$ cat src/rtl/float_fix_sched_pkg.sv
// Shared definitions for the float-to-fixed scheduler.
// Holds the scheduler FSM state encoding, the IEEE-754 single-precision
// field constants and the two's-complement saturation values.
package float_fix_sched_pkg;

    typedef enum logic [1:0] {
        ST_IDLE = 2'd0,
        ST_CALC = 2'd1,
        ST_HOLD = 2'd2
    } state_t;

    localparam int EXP_W    = 8;
    localparam int MAN_W    = 23;
    localparam int EXP_BIAS = 127;

    localparam logic [EXP_W-1:0] EXP_MAX = '1;

    localparam logic [31:0] SAT_POS = 32'h7FFF_FFFF;
    localparam logic [31:0] SAT_NEG = 32'h8000_0000;

endpackage

$ cat src/rtl/float_fix_sched_f2x_core.sv
// f2x_core: purely combinational IEEE-754 single -> 32-bit two's-complement
// fixed-point converter. The result is truncated toward zero and saturated.
// Ports:
//   flt  : IEEE-754 single operand
//   pos  : number of fraction bits in the result
//   data : two's-complement fixed-point result
//   ovf  : result was saturated (also set for Inf/NaN)
module f2x_core
    import float_fix_sched_pkg::*;
#(
    parameter int FRAC_W = 5
) (
    input  logic [31:0]       flt,
    input  logic [FRAC_W-1:0] pos,
    output logic [31:0]       data,
    output logic              ovf
);

    // The 24-bit integer mantissa {1,m} carries an implicit 2^-23, so the
    // net shift applied to it is e + pos - (bias + 23).
    localparam logic signed [10:0] SH_OFS = 11'(EXP_BIAS + MAN_W);

    logic              sign;
    logic [EXP_W-1:0]  expo;
    logic [MAN_W:0]    mant;
    logic signed [10:0] sh;
    logic [10:0]       rsh;
    logic [32:0]       mag;
    logic              big;

    assign sign = flt[31];
    assign expo = flt[30:23];
    assign mant = {1'b1, flt[22:0]};
    assign sh   = $signed(11'(expo)) + $signed(11'(pos)) - SH_OFS;
    assign rsh  = 11'(-sh);

    // Magnitude after shifting. A left shift of 9 or more pushes the leading
    // one to bit 32 or beyond, which always saturates in either sign, so it
    // is flagged instead of computed.
    always_comb begin
        mag = '0;
        big = 1'b0;
        if (!sh[10]) begin
            if (sh >= 11'sd9) begin
                big = 1'b1;
            end else begin
                mag = 33'(mant) << sh[3:0];
            end
        end else if (rsh < 11'd32) begin
            mag = 33'(mant) >> rsh[4:0];
        end
    end

    always_comb begin
        data = '0;
        ovf  = 1'b0;
        if (expo == '0) begin
            // zero and denormals (either sign) convert to 0
            data = '0;
        end else if (expo == EXP_MAX) begin
            ovf  = 1'b1;
            data = sign ? SAT_NEG : SAT_POS;
        end else if (!sign) begin
            if (big || (mag > {1'b0, SAT_POS})) begin
                ovf  = 1'b1;
                data = SAT_POS;
            end else begin
                data = mag[31:0];
            end
        end else begin
            // -2^31 itself is representable, so only strictly larger saturates
            if (big || (mag > {1'b0, SAT_NEG})) begin
                ovf  = 1'b1;
                data = SAT_NEG;
            end else begin
                data = 32'd0 - mag[31:0];
            end
        end
    end

endmodule

$ cat src/rtl/float_fix_sched.sv
// float_fix_sched: two-requester round-robin scheduler around a single
// float-to-fixed converter. One conversion in flight: IDLE -> CALC -> HOLD.
// Ports:
//   clk, rst            : clock, synchronous active-high reset
//   req_valid/req_ready : per-requester handshake (ready only in IDLE)
//   req_float           : per-requester IEEE-754 operand, requester i at [32*i +: 32]
//   req_pos             : per-requester fraction-bit count, requester i at [FRAC_W*i +: FRAC_W]
//   res_valid/res_ready : result handshake
//   res_data, res_id, res_ovf : fixed-point result, owning requester, saturation flag
module float_fix_sched
    import float_fix_sched_pkg::*;
#(
    parameter int NREQ   = 2,
    parameter int FRAC_W = 5
) (
    input  logic                     clk,
    input  logic                     rst,
    input  logic [NREQ-1:0]          req_valid,
    output logic [NREQ-1:0]          req_ready,
    input  logic [NREQ*32-1:0]       req_float,
    input  logic [NREQ*FRAC_W-1:0]   req_pos,
    output logic                     res_valid,
    input  logic                     res_ready,
    output logic [31:0]              res_data,
    output logic                     res_id,
    output logic                     res_ovf
);

    state_t              state_reg;
    logic                last_grant_reg;
    logic [31:0]         flt_reg;
    logic [FRAC_W-1:0]   pos_reg;
    logic                id_reg;
    logic                res_valid_reg;
    logic [31:0]         res_data_reg;
    logic                res_id_reg;
    logic                res_ovf_reg;

    logic [31:0]         flt_arr [NREQ];
    logic [FRAC_W-1:0]   pos_arr [NREQ];
    logic                grant_id;
    logic                grant_en;
    logic [31:0]         core_data;
    logic                core_ovf;

    genvar gi;
    generate
        for (gi = 0; gi < NREQ; gi++) begin : g_unpack
            assign flt_arr[gi] = req_float[gi*32 +: 32];
            assign pos_arr[gi] = req_pos[gi*FRAC_W +: FRAC_W];
        end
    endgenerate

    // Round robin: on contention take the requester not granted last time.
    always_comb begin
        grant_id = 1'b0;
        if (req_valid[0] && req_valid[1]) begin
            grant_id = ~last_grant_reg;
        end else if (req_valid[1]) begin
            grant_id = 1'b1;
        end
    end

    assign grant_en = (state_reg == ST_IDLE) && (|req_valid) && !rst;

    generate
        for (gi = 0; gi < NREQ; gi++) begin : g_ready
            assign req_ready[gi] = grant_en && (grant_id == 1'(gi));
        end
    endgenerate

    f2x_core #(
        .FRAC_W (FRAC_W)
    ) u_core (
        .flt  (flt_reg),
        .pos  (pos_reg),
        .data (core_data),
        .ovf  (core_ovf)
    );

    always_ff @(posedge clk) begin
        if (rst) begin
            state_reg      <= ST_IDLE;
            last_grant_reg <= 1'b1;
            flt_reg        <= '0;
            pos_reg        <= '0;
            id_reg         <= 1'b0;
            res_valid_reg  <= 1'b0;
            res_data_reg   <= '0;
            res_id_reg     <= 1'b0;
            res_ovf_reg    <= 1'b0;
        end else begin
            case (state_reg)
                ST_IDLE: begin
                    if (grant_en) begin
                        flt_reg        <= flt_arr[grant_id];
                        pos_reg        <= pos_arr[grant_id];
                        id_reg         <= grant_id;
                        last_grant_reg <= grant_id;
                        state_reg      <= ST_CALC;
                    end
                end
                ST_CALC: begin
                    res_data_reg  <= core_data;
                    res_ovf_reg   <= core_ovf;
                    res_id_reg    <= id_reg;
                    res_valid_reg <= 1'b1;
                    state_reg     <= ST_HOLD;
                end
                ST_HOLD: begin
                    if (res_ready) begin
                        res_valid_reg <= 1'b0;
                        state_reg     <= ST_IDLE;
                    end
                end
                default: begin
                    res_valid_reg <= 1'b0;
                    state_reg     <= ST_IDLE;
                end
            endcase
        end
    end

    assign res_valid = res_valid_reg;
    assign res_data  = res_data_reg;
    assign res_id    = res_id_reg;
    assign res_ovf   = res_ovf_reg;

endmodule

$ cat config.mk
export PLATFORM = sky130hd
export DESIGN_NAME = float_fix_sched
export DESIGN_NICKNAME = d
export VERILOG_FILES = /design/src/rtl/float_fix_sched_pkg.sv /design/src/rtl/float_fix_sched_f2x_core.sv /design/src/rtl/float_fix_sched.sv
export SDC_FILE = /design/constraint.sdc
export NUM_CORES = 1
export LEC_CHECK = 0
export CAP_MARGIN = 5
export CORE_ASPECT_RATIO = 0.8
export CORE_MARGIN = 5
export CORE_UTILIZATION = 47
export CTS_CLUSTER_DIAMETER = 50
export DETAILED_ROUTE_END_ITERATION = 10
export PLACE_DENSITY_LB_ADDON = 0.08
export RECOVER_POWER = 25
export SETUP_SLACK_MARGIN = 0.15
export SYNTH_ARGS = -nofsm -noshare
export SYNTH_HDL_FRONTEND = slang
export SYNTH_SLANG_ARGS = --single-unit
export TNS_END_PERCENT = 1
$ cat constraint.sdc
create_clock -name clk -period 8.2 [get_ports clk]
set_input_delay 1.23 -clock clk [delete_from_list [all_inputs] [get_ports clk]]
set_output_delay 1.23 -clock clk [all_outputs]
set_load 0.01 [all_outputs]
* Yosys cells after proc, flatten, opt, wreduce, memory -nomap -nowiden
Cells that the tools add are included.
** Operators by class
- Add/sub/neg operators :: 4
- $lt $le $gt $ge :: 5
- Equal/unequal tests :: 5
- Shift operators :: 2
- Muxes and demuxes :: 29
- Bitwise gates (word level) :: 4
- Reduce and logical (&&, ||, !) cells :: 14
** Operators with widths (number)
- 2-to-1 mux 32 bit :: 9
- 2-to-1 mux 33 bit :: 3
- greater-than comparator 33 x 31 -> 1 bit (second input constant) :: 1
- greater-than comparator 33 x 32 -> 1 bit (second input constant) :: 1
- left shift 24 x 4 -> 33 bit :: 1
- >> shifter 24 x 5 -> 33 bit :: 1
- subtractor 1 x 32 -> 32 bit (first input constant) :: 1
- 2-to-1 mux 5 bit :: 3
- greater-or-equal comparator 11 x 5 -> 1 bit (second input constant) :: 1
- < comparator 11 x 6 -> 1 bit (second input constant) :: 1
- negation 11 bit :: 1
- subtractor 11 x 9 -> 11 bit (second input constant) :: 1
- 2-to-1 mux 1 bit :: 10
- adder 8 x 5 -> 9 bit :: 1
- equality test 8 bit (second input constant) :: 1
- logical NOT 8 bit :: 1
- one-hot mux 2 bit (3 select lines) :: 1
- AND reduction 2 bit :: 3
- logical AND 1 bit :: 5
- 2-to-1 mux 2 bit :: 2
- != test 2 bit (second input constant) :: 2
- inverter 1 bit :: 3
- one-hot mux 1 bit (3 select lines) :: 1
- equality test 2 x 1 -> 1 bit (second input constant) :: 1
- 7 further kinds :: 8
** Word-level totals
- Register bits after elaboration :: 76
- Input bits :: 79
- Output and inout port bits :: 37
- Word-level logic and storage cells :: 72

* Logic depth before layout (Yosys ltp)
Gate-level depths: netlist of the first run.
- Word-level depth :: 12
- Depth in mapped cells :: 27
- Depth with buffers taken out :: 24

* Hierarchy
A second synthesis of the first run with hierarchy kept.
** Second synthesis, totals
- Cell total of the unflattened synthesis :: 1123
- Area, all modules :: 8414.3 um^2
** By module, submodules not included
- f2x_core :: times used 1, cells an instance 799, area each 5531.6 um^2, seq. area each 0.0 um^2
- float_fix_sched :: times used 1, cells an instance 324, area each 2882.8 um^2, seq. area each 1521.5 um^2

* Worst setup path after synthesis of the first run
OpenSTA, ideal clock, no wires.
- Path kind :: flip-flop to flip-flop
- From :: register flt_reg[23]
- To :: register res_data_reg[12] (netlist: res_data[12])
- Library setup time :: 0.122 ns
- Arrival :: 5.587 ns
- Data required time :: 8.078 ns
- Setup slack :: 2.491 ns
- Cell stages (with the launch flop) :: 26
- Path buffers :: 6
- Clock period less this slack :: 5.709 ns
- Path through :: dfxtp_1 -> ha_1 -> inv_1 -> fa_1 -> xor2_1 -> inv_1 -> ha_1 -> clkbuf_1 -> clkinv_1 -> clkbuf_1 -> ha_1 -> clkbuf_1 -> clkbuf_1 -> clkbuf_1 -> mux2i_1 -> nand3_1 -> and2_1 -> o22ai_1 -> inv_1 -> ha_1 -> inv_1 -> and4bb_1 -> o21ai_2 -> nand2_1 -> buf_2 -> a221o_1
** On the way
- Cells in the longest elaborated chain, start to end :: 12
- Elaborated cells between the ends (all ways) :: 24
- Classes of those cells :: add/sub (4); order compare (4); eq/ne (1); shift (2); mux (10); reduce/logical (3)
** RTL lines
- start, declared :: RTL line float_fix_sched.sv:31 : logic [31:0] flt_reg;
- start signal, assigned :: RTL line float_fix_sched.sv:96 : flt_reg <= flt_arr[grant_id];
- adder 8 x 5 -> 9 bit :: RTL line float_fix_sched_f2x_core.sv:34 : assign sh = $signed(11'(expo)) + $signed(11'(pos)) - SH_OFS;
- subtractor 11 x 9 -> 11 bit :: RTL line float_fix_sched_f2x_core.sv:34
- negation 11 bit :: RTL line float_fix_sched_f2x_core.sv:35 : assign rsh = 11'(-sh);
- < comparator 11 x 6 -> 1 bit or >> shifter 24 x 5 -> 33 bit (tied branches) :: RTL line float_fix_sched_f2x_core.sv:49, float_fix_sched_f2x_core.sv:50
- 2-to-1 mux 33 bit :: RTL line float_fix_sched_f2x_core.sv:49 : end else if (rsh < 11'd32) begin
- 2-to-1 mux 33 bit :: RTL line float_fix_sched_f2x_core.sv:43 : if (!sh[10]) begin
- greater-than comparator 33 x 31 -> 1 bit or greater-than comparator 33 x 32 -> 1 bit (tied branches) :: RTL line float_fix_sched_f2x_core.sv:64, float_fix_sched_f2x_core.sv:72
- logical OR 1 bit, on equally long branches :: RTL line float_fix_sched_f2x_core.sv:64, float_fix_sched_f2x_core.sv:72
- 2-to-1 mux 32 bit, on equally long branches :: RTL line float_fix_sched_f2x_core.sv:64, float_fix_sched_f2x_core.sv:72
- 2-to-1 mux 32 bit :: RTL line float_fix_sched_f2x_core.sv:63 : end else if (!sign) begin
- 2-to-1 mux 32 bit :: RTL line float_fix_sched_f2x_core.sv:60 : end else if (expo == EXP_MAX) begin
- 2-to-1 mux 32 bit * :: RTL line float_fix_sched_f2x_core.sv:57 : if (expo == '0) begin
- end signal, assigned :: RTL line float_fix_sched.sv:104 : res_data_reg <= core_data;
- end, declared :: RTL line float_fix_sched.sv:35 : logic [31:0] res_data_reg;
Every way passes the cells marked *; elsewhere a longest branch is shown, timed or not.
A chain may end at the register's enable or synchronous reset.

* Worst setup path after layout of the first run
- From :: register flt_reg[23]
- To :: register res_data_reg[9] (netlist: res_data[9])
The elaborated chain is that of the path after synthesis.

==> impl_results.md, run 1 <==
- Clock tree sinks: 76
- Initial standard-cell utilization of the core: 0.475
- Switching power summed over all nets: between 1.5 and 2 mW
- Register-to-Register Path Depth: 23
- Number of distinct library cells after synthesis: 100
- Core box area: 18000 µm²
- Worst setup SP type: flip-flop
- Placement-stage cell area: around 9700 µm²
- Type of the setup path with the least slack: flip-flop to flip-flop
- Number of storage elements in the synthesis netlist: 76
- Least setup slack across all paths after layout: approximately 1.9 ns
- Via count of the first global-routing pass: 8271
- Net switching share of the total power: 0.540
- Slew of the pin with the lowest slew margin: about 1.6 ns
- Wire length of the first global-routing pass: approximately 48 mm
- Number of H-tree branching levels: 3
- Buffers added on ports: 115
- Aggregate routed wire length: a little over 30 mm
- Maximum fanout along the worst path: 45
- Pin count of the biggest net entering global routing: between 70 and 80
- Register-to-Register Setup Slack: 1.85 ns
- CTS Hold Bufs: 0
- Weighted congestion reported at the end of routability-driven placement: around 1.0
- Mapped Cells: between 1000 and 1500
- Commonest cells in the netlist: nor2_1 (125), nand2_1 (96), mux2i_1 (91)
- Leak pwr: 3.82 nW
- Power density over cell area: between 300 and 400 nW/µm²
- # fillers: 1764
- Cell internal power dissipation: between 1.5 and 2 mW
- DRC marker count from the first detailed-route iteration: ~1300
- Remaining design rule violation count: 0
- Cell area after technology mapping: 8550 µm²
- Tightest slew margin relative to the limit: -0.0760
- Fraction of registers with async set/reset: 0
- # rows: 44
- Reg power frac: 0.144
- Total instance count after detailed placement: between 1000 and 1500
- Non-Filler Cell Area, Final: around 10000 µm²
- Required time reported for the critical path endpoint: 8.35 ns
- Highest ir drop seen on vdd: 0.000137 V
- Final Skew: 0.00893 ns
- End point of the critical path: res_data[9]$_SDFFE_PP0P_
- # Max-Cap Violations: 1
- Share of post-route cells with drive strength above 1: 0.108
- Primary flip-flop cell chosen by synthesis mapping: dfxtp_1
- Mean number of vias per cell: around 6.7
- Biggest area consumer among synthesized cells: dfxtp_1
- Signed area change from the synthesized netlist to the final layout: 17.3%
- Start point of the worst min-delay path: res_ovf$_SDFFE_PP0P_
- Net count after synthesis: roughly 1200
- Dominant cell by count in the synthesized netlist: nor2_1
- Num CTS Buffers: 9
- Antenna fix cells: 0
- Number of setup violations in the final report: 0
- Die Height: around 130 µm
- Setup slack after placement: 2.04 ns
- Data arrival time at the worst-slack endpoint: ~6.5 ns
- Startpoint of the worst register-to-register path: flt_reg[23]$_SDFFE_PP0P_
- DPL Wire Length: roughly 24 mm
- Final number of hold-violating endpoints: 0
- Number of placed I/O pins: 116
- Yosys top cell area share: 0.178
- RSZ-0062 raised after global routing: false
- Final Max Slew Viols: 37
- Total of warnings raised by yosys: 0
- Highest attainable clock frequency: 158 MHz
- Synth area leaders: dfxtp_1 (18%), mux2i_1 (11%), mux4_2 (6.1%), nor2_1 (5.5%), a211oi_1 (4.3%)
- Clock edge transition at the registers on the reported setup and hold paths: roughly 0.060 ns
- Clock latency reported for the late side of the worst-skew pair: 0.35 ns
- Post-route minimum period: between 6 and 7 ns
- Pre-antenna DRT Iters: 5
- Full die area: about 21000 µm²
- Tcrit/Tclk final: 0.774
- Violations in the final reports: capacitance limit, slew limit
- Mean post-synth cell area: between 7 and 8 µm²
- Final std cells w/o fill: 1400
- CTS tree: built
- Setup tns final: 0 ns
- Post-CTS setup buffer count: 0
- Gates resized, CTS repair: 0
- Sequential area share after synthesis: 0.178
- Final global-route overflow total: 0
- Clock Tree Root: clkbuf_16
- Total track usage: 0.290
- R2r endpoint: res_data[9]$_SDFFE_PP0P_
- Number of enable flip-flop cells after synthesis: 0
- Average detailed-routed wire length per instance: approximately 22 µm
- Critical path origin: flt_reg[23]$_SDFFE_PP0P_
- Hold Path Class: flip-flop to flip-flop
- Outcome: complete, but fails checks
- Power share of the clock group: 0.122
- Antenna Violating Nets Remaining: 0
- Buffers from clock root to sink, at most: 2
- Die outline width: between 150 and 200 µm
- Number of antenna violations at the first check in global routing: 0
- Combinational group share of total power: 0.734
- Via count: roughly 9300
- Final layout net count: roughly 1300
- CP Capture Type: flip-flop
logic make-up after synthesis:
family / share of synthesized area
flip-flops: 0.178
AND/OR/NAND/NOR: 0.216
multiplexers: 0.199
adder cells (fa/ha/maj): 0.0214
buffers and inverters: 0.0565
XOR/XNOR: 0.0204
AO/OA/AOI/OAI: 0.309
per-stage QoR:
step	utilization	power, mW	hold WS (ns)
finish	0.557	3.32	0.437
global route	0.557	3.50	0.459
CTS	0.557	3.24	0.443
detailed placement	0.541	2.82	0.435
global placement	0.541	2.84	0.429
floorplan	-	2.23	0.436
worst max-delay path, cell delays in order (launching register included):
cell,delay [ns]
dfxtp_1,0.37
ha_2,0.23
inv_1,0.06
fa_2,0.34
xor2_1,0.27
inv_1,0.12
ha_1,0.31
buf_4,0.46
nand2b_1,0.23
o21ai_0,0.13
a22oi_1,0.31
nor4_2,0.14
nor2_2,0.53
o21ai_0,0.27
and2_1,0.20
o22ai_1,0.23
inv_1,0.08
ha_1,0.29
inv_1,0.08
and4bb_1,0.20
o21ai_2,0.32
nand2_1,0.43
nand2_1,0.32
o21ai_0,0.22
metal layers:
| layer | vias to the layer above | wire, µm | global-route usage |
|---|---|---|---|
| met5 | - | 0 | 0 |
| met4 | 0 | 592 | 0.0642 |
| met3 | 48 | 3640 | 0.0743 |
| met2 | 513 | 13200 | 0.436 |
| met1 | 4439 | 13700 | 0.422 |
| li1 | 4349 | - | - |
power groups by stage:
stage                     combinational (mW)  sequential, mW  clock, mW
final                                   2.44           0.476      0.406
after global routing                    2.59           0.483      0.427
after CTS                               2.35           0.475      0.414
after detailed placement                2.34           0.482          0
after global placement                  2.36           0.482          0
after floorplan                         1.77           0.461          0
area by class of cell:
class / count / area (µm²) / share of cell area
inverters: 24 / 90.1 / 0.00899
well taps: 230 / 288 / 0.0287
flip-flops and latches: 76 / 1520 / 0.152
clock inverters: 6 / 65.1 / 0.00649
repair buffers: 132 / 1270 / 0.127
multi-input cells: 922 / 6560 / 0.655
clock buffers: 10 / 229 / 0.0228
layout by cell type, fill, tap and decap left out, types with 8 or more instances in the layout:
cell type	netlist	final
dfxtp_1	76	76
xor2_1	12	12
buf_4	3	16
and2_1	13	13
clkbuf_16	0	9
o21ai_1	15	15
and3_1	8	8
o211ai_1	11	11
nor3_1	27	27
a211oi_1	49	49
dlygate4sd3_1	0	24
nand4_1	8	8
nand3_1	26	26
mux4_2	23	23
or3_1	15	15
a21o_1	9	9
clkdlybuf4s50_1	0	90
ha_1	13	12
nand2_1	96	96
a31oi_1	17	17
o21ai_0	68	68
mux2i_1	91	91
a21oi_1	54	54
nor2b_1	11	10
nand2b_1	8	8
inv_1	20	20
o22ai_1	11	11
a221o_1	8	8
mux2_2	23	23
nor4_1	8	8
a22oi_1	19	19
nor2_1	125	125
how the worst min path moves through the flow:
stage	end	depth (start not counted)
6_report	res_ovf$_SDFFE_PP0P_	2
5_1_grt	res_ovf$_SDFFE_PP0P_	2
4_1_cts	res_ovf$_SDFFE_PP0P_	2
3_5_place_dp	res_ovf$_SDFFE_PP0P_	2
3_3_place_gp	res_ovf$_SDFFE_PP0P_	2
2_1_floorplan	last_grant_reg$_SDFFE_PP1P_	1
No activity file was read; power rests on OpenSTA's default activity.
==> inputs of run 2 (changes only) <==
==> constraint.sdc (replaced) <==
create_clock -name clk -period 5.6 [get_ports clk]
set_input_delay 0.84 -clock clk [delete_from_list [all_inputs] [get_ports clk]]
set_output_delay 0.84 -clock clk [all_outputs]
set_load 0.01 [all_outputs]
==> run 2 against run 1 <==
  * The flow still finishes with violations (capacitance limit, slew limit)
  * Count of clock-buffer cells in the layout unchanged
  * Cell count up 2.6%
  * Hold slack better by 0.0046 ns
  * Die area unchanged
  * Sequential power up 46%
  * Worst setup slack worse by 1.5 ns
  * Final area up 3.7%
  * Utilization up 2.0 points
  * Non-clock buffer count up 37
  * Maximum frequency up 20%
  * Global-route usage up 0.59 points
  * Register-to-register slack worse by 1.5 ns
==> impl_results.md, run 2 (synthesis results as in run 1) <==
- Core box area: ~18000 µm²
- Violations in the final reports: capacitance limit, slew limit
- CP Capture Type: flip-flop
- Hold Path Class: flip-flop to flip-flop
- # fillers: ~1700
- Full die area: 21000 µm²
- Pin count of the biggest net entering global routing: 71
- # rows: 44
- Final layout net count: roughly 1300
- Clock latency reported for the late side of the worst-skew pair: roughly 0.36 ns
- R2r endpoint: res_data[21]$_SDFFE_PP0P_
- Highest ir drop seen on vdd: between 0.0002 and 0.0003 V
- Outcome: complete, but fails checks
- Num CTS Buffers: 9
- Number of setup violations in the final report: 0
- DRC marker count from the first detailed-route iteration: around 1300
- Weighted congestion reported at the end of routability-driven placement: 1.05
- Number of antenna violations at the first check in global routing: 0
- Startpoint of the worst register-to-register path: flt_reg[23]$_SDFFE_PP0P_
- Aggregate routed wire length: 31.7 mm
- Clock Tree Root: clkbuf_16
- Via count: between 9000 and 10000
- Average detailed-routed wire length per instance: approximately 22 µm
- Share of post-route cells with drive strength above 1: 0.145
- Tightest slew margin relative to the limit: -0.233
- Mean number of vias per cell: between 6 and 7
- Post-route minimum period: 5.29 ns
- Clock edge transition at the registers on the reported setup and hold paths: 0.07 ns
- Slew of the pin with the lowest slew margin: roughly 1.8 ns
- Via count of the first global-routing pass: just under 9000
- Antenna fix cells: 0
- Die outline width: between 150 and 200 µm
- Setup tns final: 0 ns
- Die Height: roughly 130 µm
- Hold slack: 0.441 ns
- RSZ-0062 raised after global routing: true
- Highest attainable clock frequency: 189 MHz
- Pre-antenna DRT Iters: 6
- Register-to-Register Path Depth: 20
- Gates resized, CTS repair: 0
- Maximum fanout along the worst path: 19
- # Max-Cap Violations: 1
- Buffers from clock root to sink, at most: 2
- Initial standard-cell utilization of the core: 0.475
- DPL Wire Length: about 25 mm
- Register-to-Register Setup Slack: ~0.31 ns
- CTS Hold Bufs: 0
- Post-CTS setup buffer count: 0
- CTS tree: built
- Power density over cell area: 497 nW/µm²
- Tcrit/Tclk final: 0.944
- Start point of the worst min-delay path: res_ovf$_SDFFE_PP0P_
- Number of placed I/O pins: 116
- Signed area change from the synthesized netlist to the final layout: 21.6%
- Final global-route overflow total: 0
- Worst hold path stage count: 2
- Data arrival time at the worst-slack endpoint: approximately 5.5 ns
- Final number of hold-violating endpoints: 0
- Type of the setup path with the least slack: flip-flop to flip-flop
- Final Skew: between 0.01 and 0.015 ns
- Buffers added on ports: 115
- Final Max Slew Viols: 32
- Wire length of the first global-routing pass: about 49 mm
- Terminating pin of the worst hold path: res_ovf$_SDFFE_PP0P_
- Commonest non-fill, non-tap cell in the layout: nor2_1
- Required time reported for the critical path endpoint: between 5 and 6 ns
- Number of H-tree branching levels: 3
- Leak pwr: between 4 and 5 nW
- Clock tree sinks: 76
- Remaining design rule violation count: 0
- Highest-count cells in the layout ignoring fill and taps: nor2_1 (124), nand2_1 (95), mux2i_1 (91), clkdlybuf4s50_1 (91), dfxtp_1 (76)
- Antenna Violating Nets Remaining: 0
- Total track usage: 0.296
- Worst setup SP type: flip-flop
run 2: worst max path at each step:
stage	startpoint	endpoint	cells after the start
after floorplan	flt_reg[23]$_SDFFE_PP0P_	res_data[12]$_SDFFE_PP0P_	26
after global placement	flt_reg[23]$_SDFFE_PP0P_	res_data[30]$_SDFFE_PP0P_	23
after detailed placement	flt_reg[23]$_SDFFE_PP0P_	res_data[6]$_SDFFE_PP0P_	23
after CTS	flt_reg[23]$_SDFFE_PP0P_	res_data[30]$_SDFFE_PP0P_	23
after global routing	flt_reg[23]$_SDFFE_PP0P_	res_data[21]$_SDFFE_PP0P_	21
final	flt_reg[23]$_SDFFE_PP0P_	res_data[21]$_SDFFE_PP0P_	20
run 2: layout make-up:
cell class	instances	area, µm²	area share
Clock buffer	10	239	0.0230
Clock inverter	6	68.8	0.00662
Inverter	24	93.8	0.00903
Multi-Input combinational cell	922	6620	0.637
Sequential cell	76	1520	0.146
Tap cell	230	288	0.0277
Timing Repair Buffer	169	1560	0.150
run 2: per-layer routing:
metal	track usage	wire [µm]	part of all wire
met1	0.416	13900	0.44
met2	0.434	13100	0.41
met3	0.103	4070	0.13
met4	0.0812	657	0.021
met5	0	0	0
run 2: where the power goes:
part | leakage (nW) | total [mW] | switching (mW) | internal, mW
Sequential | 0.625 | 0.696 | 0.0895 | 0.607
Combinational | 3.23 | 3.84 | 2.37 | 1.47
Clock | 0.150 | 0.620 | 0.259 | 0.361
Total | 4.00 | 5.16 | 2.72 | 2.44
run 2: per-stage QoR:
step	area (µm²)	worst slack, ns	total power, mW	cells	utilization
floorplan	8550	0.238	3.27	1111	-
global placement	10000	0.370	4.35	1421	0.556
detailed placement	10000	0.202	4.32	1421	0.556
CTS	10300	0.172	4.95	1437	0.573
global route	10400	0.0699	5.45	1437	0.577
finish	10400	0.311	5.16	1437	0.577
run 2: worst max-delay path, cell delays in order (launching register included):
cell      delay, ns
dfxtp_1        0.38
ha_2           0.22
inv_1          0.06
fa_2           0.54
inv_1          0.13
ha_1           0.40
clkinv_1       0.14
ha_4           0.39
buf_6          0.19
nor3_1         0.07
a221o_1        0.35
or3_1          0.34
o22ai_1        0.20
a21boi_0       0.25
o21ai_1        0.18
nor4_2         0.30
o211ai_1       0.16
buf_4          0.24
or3_1          0.38
a21oi_1        0.15
o21ai_1        0.09
==> inputs of run 3 (changes only) <==
--- a/config.mk
+++ b/config.mk
@@ -9,7 +9,7 @@
 export CORE_ASPECT_RATIO = 0.8
 export CORE_MARGIN = 5
 export CORE_UTILIZATION = 47
-export CTS_CLUSTER_DIAMETER = 50
+export CTS_CLUSTER_DIAMETER = 100
 export DETAILED_ROUTE_END_ITERATION = 10
 export PLACE_DENSITY_LB_ADDON = 0.08
 export RECOVER_POWER = 25
@@ -17,4 +17,4 @@
 export SYNTH_ARGS = -nofsm -noshare
 export SYNTH_HDL_FRONTEND = slang
 export SYNTH_SLANG_ARGS = --single-unit
-export TNS_END_PERCENT = 1
+export TNS_END_PERCENT = 5
==> results of run 3 <==
Final layout, timing and power as in run 2 (identical DEF).
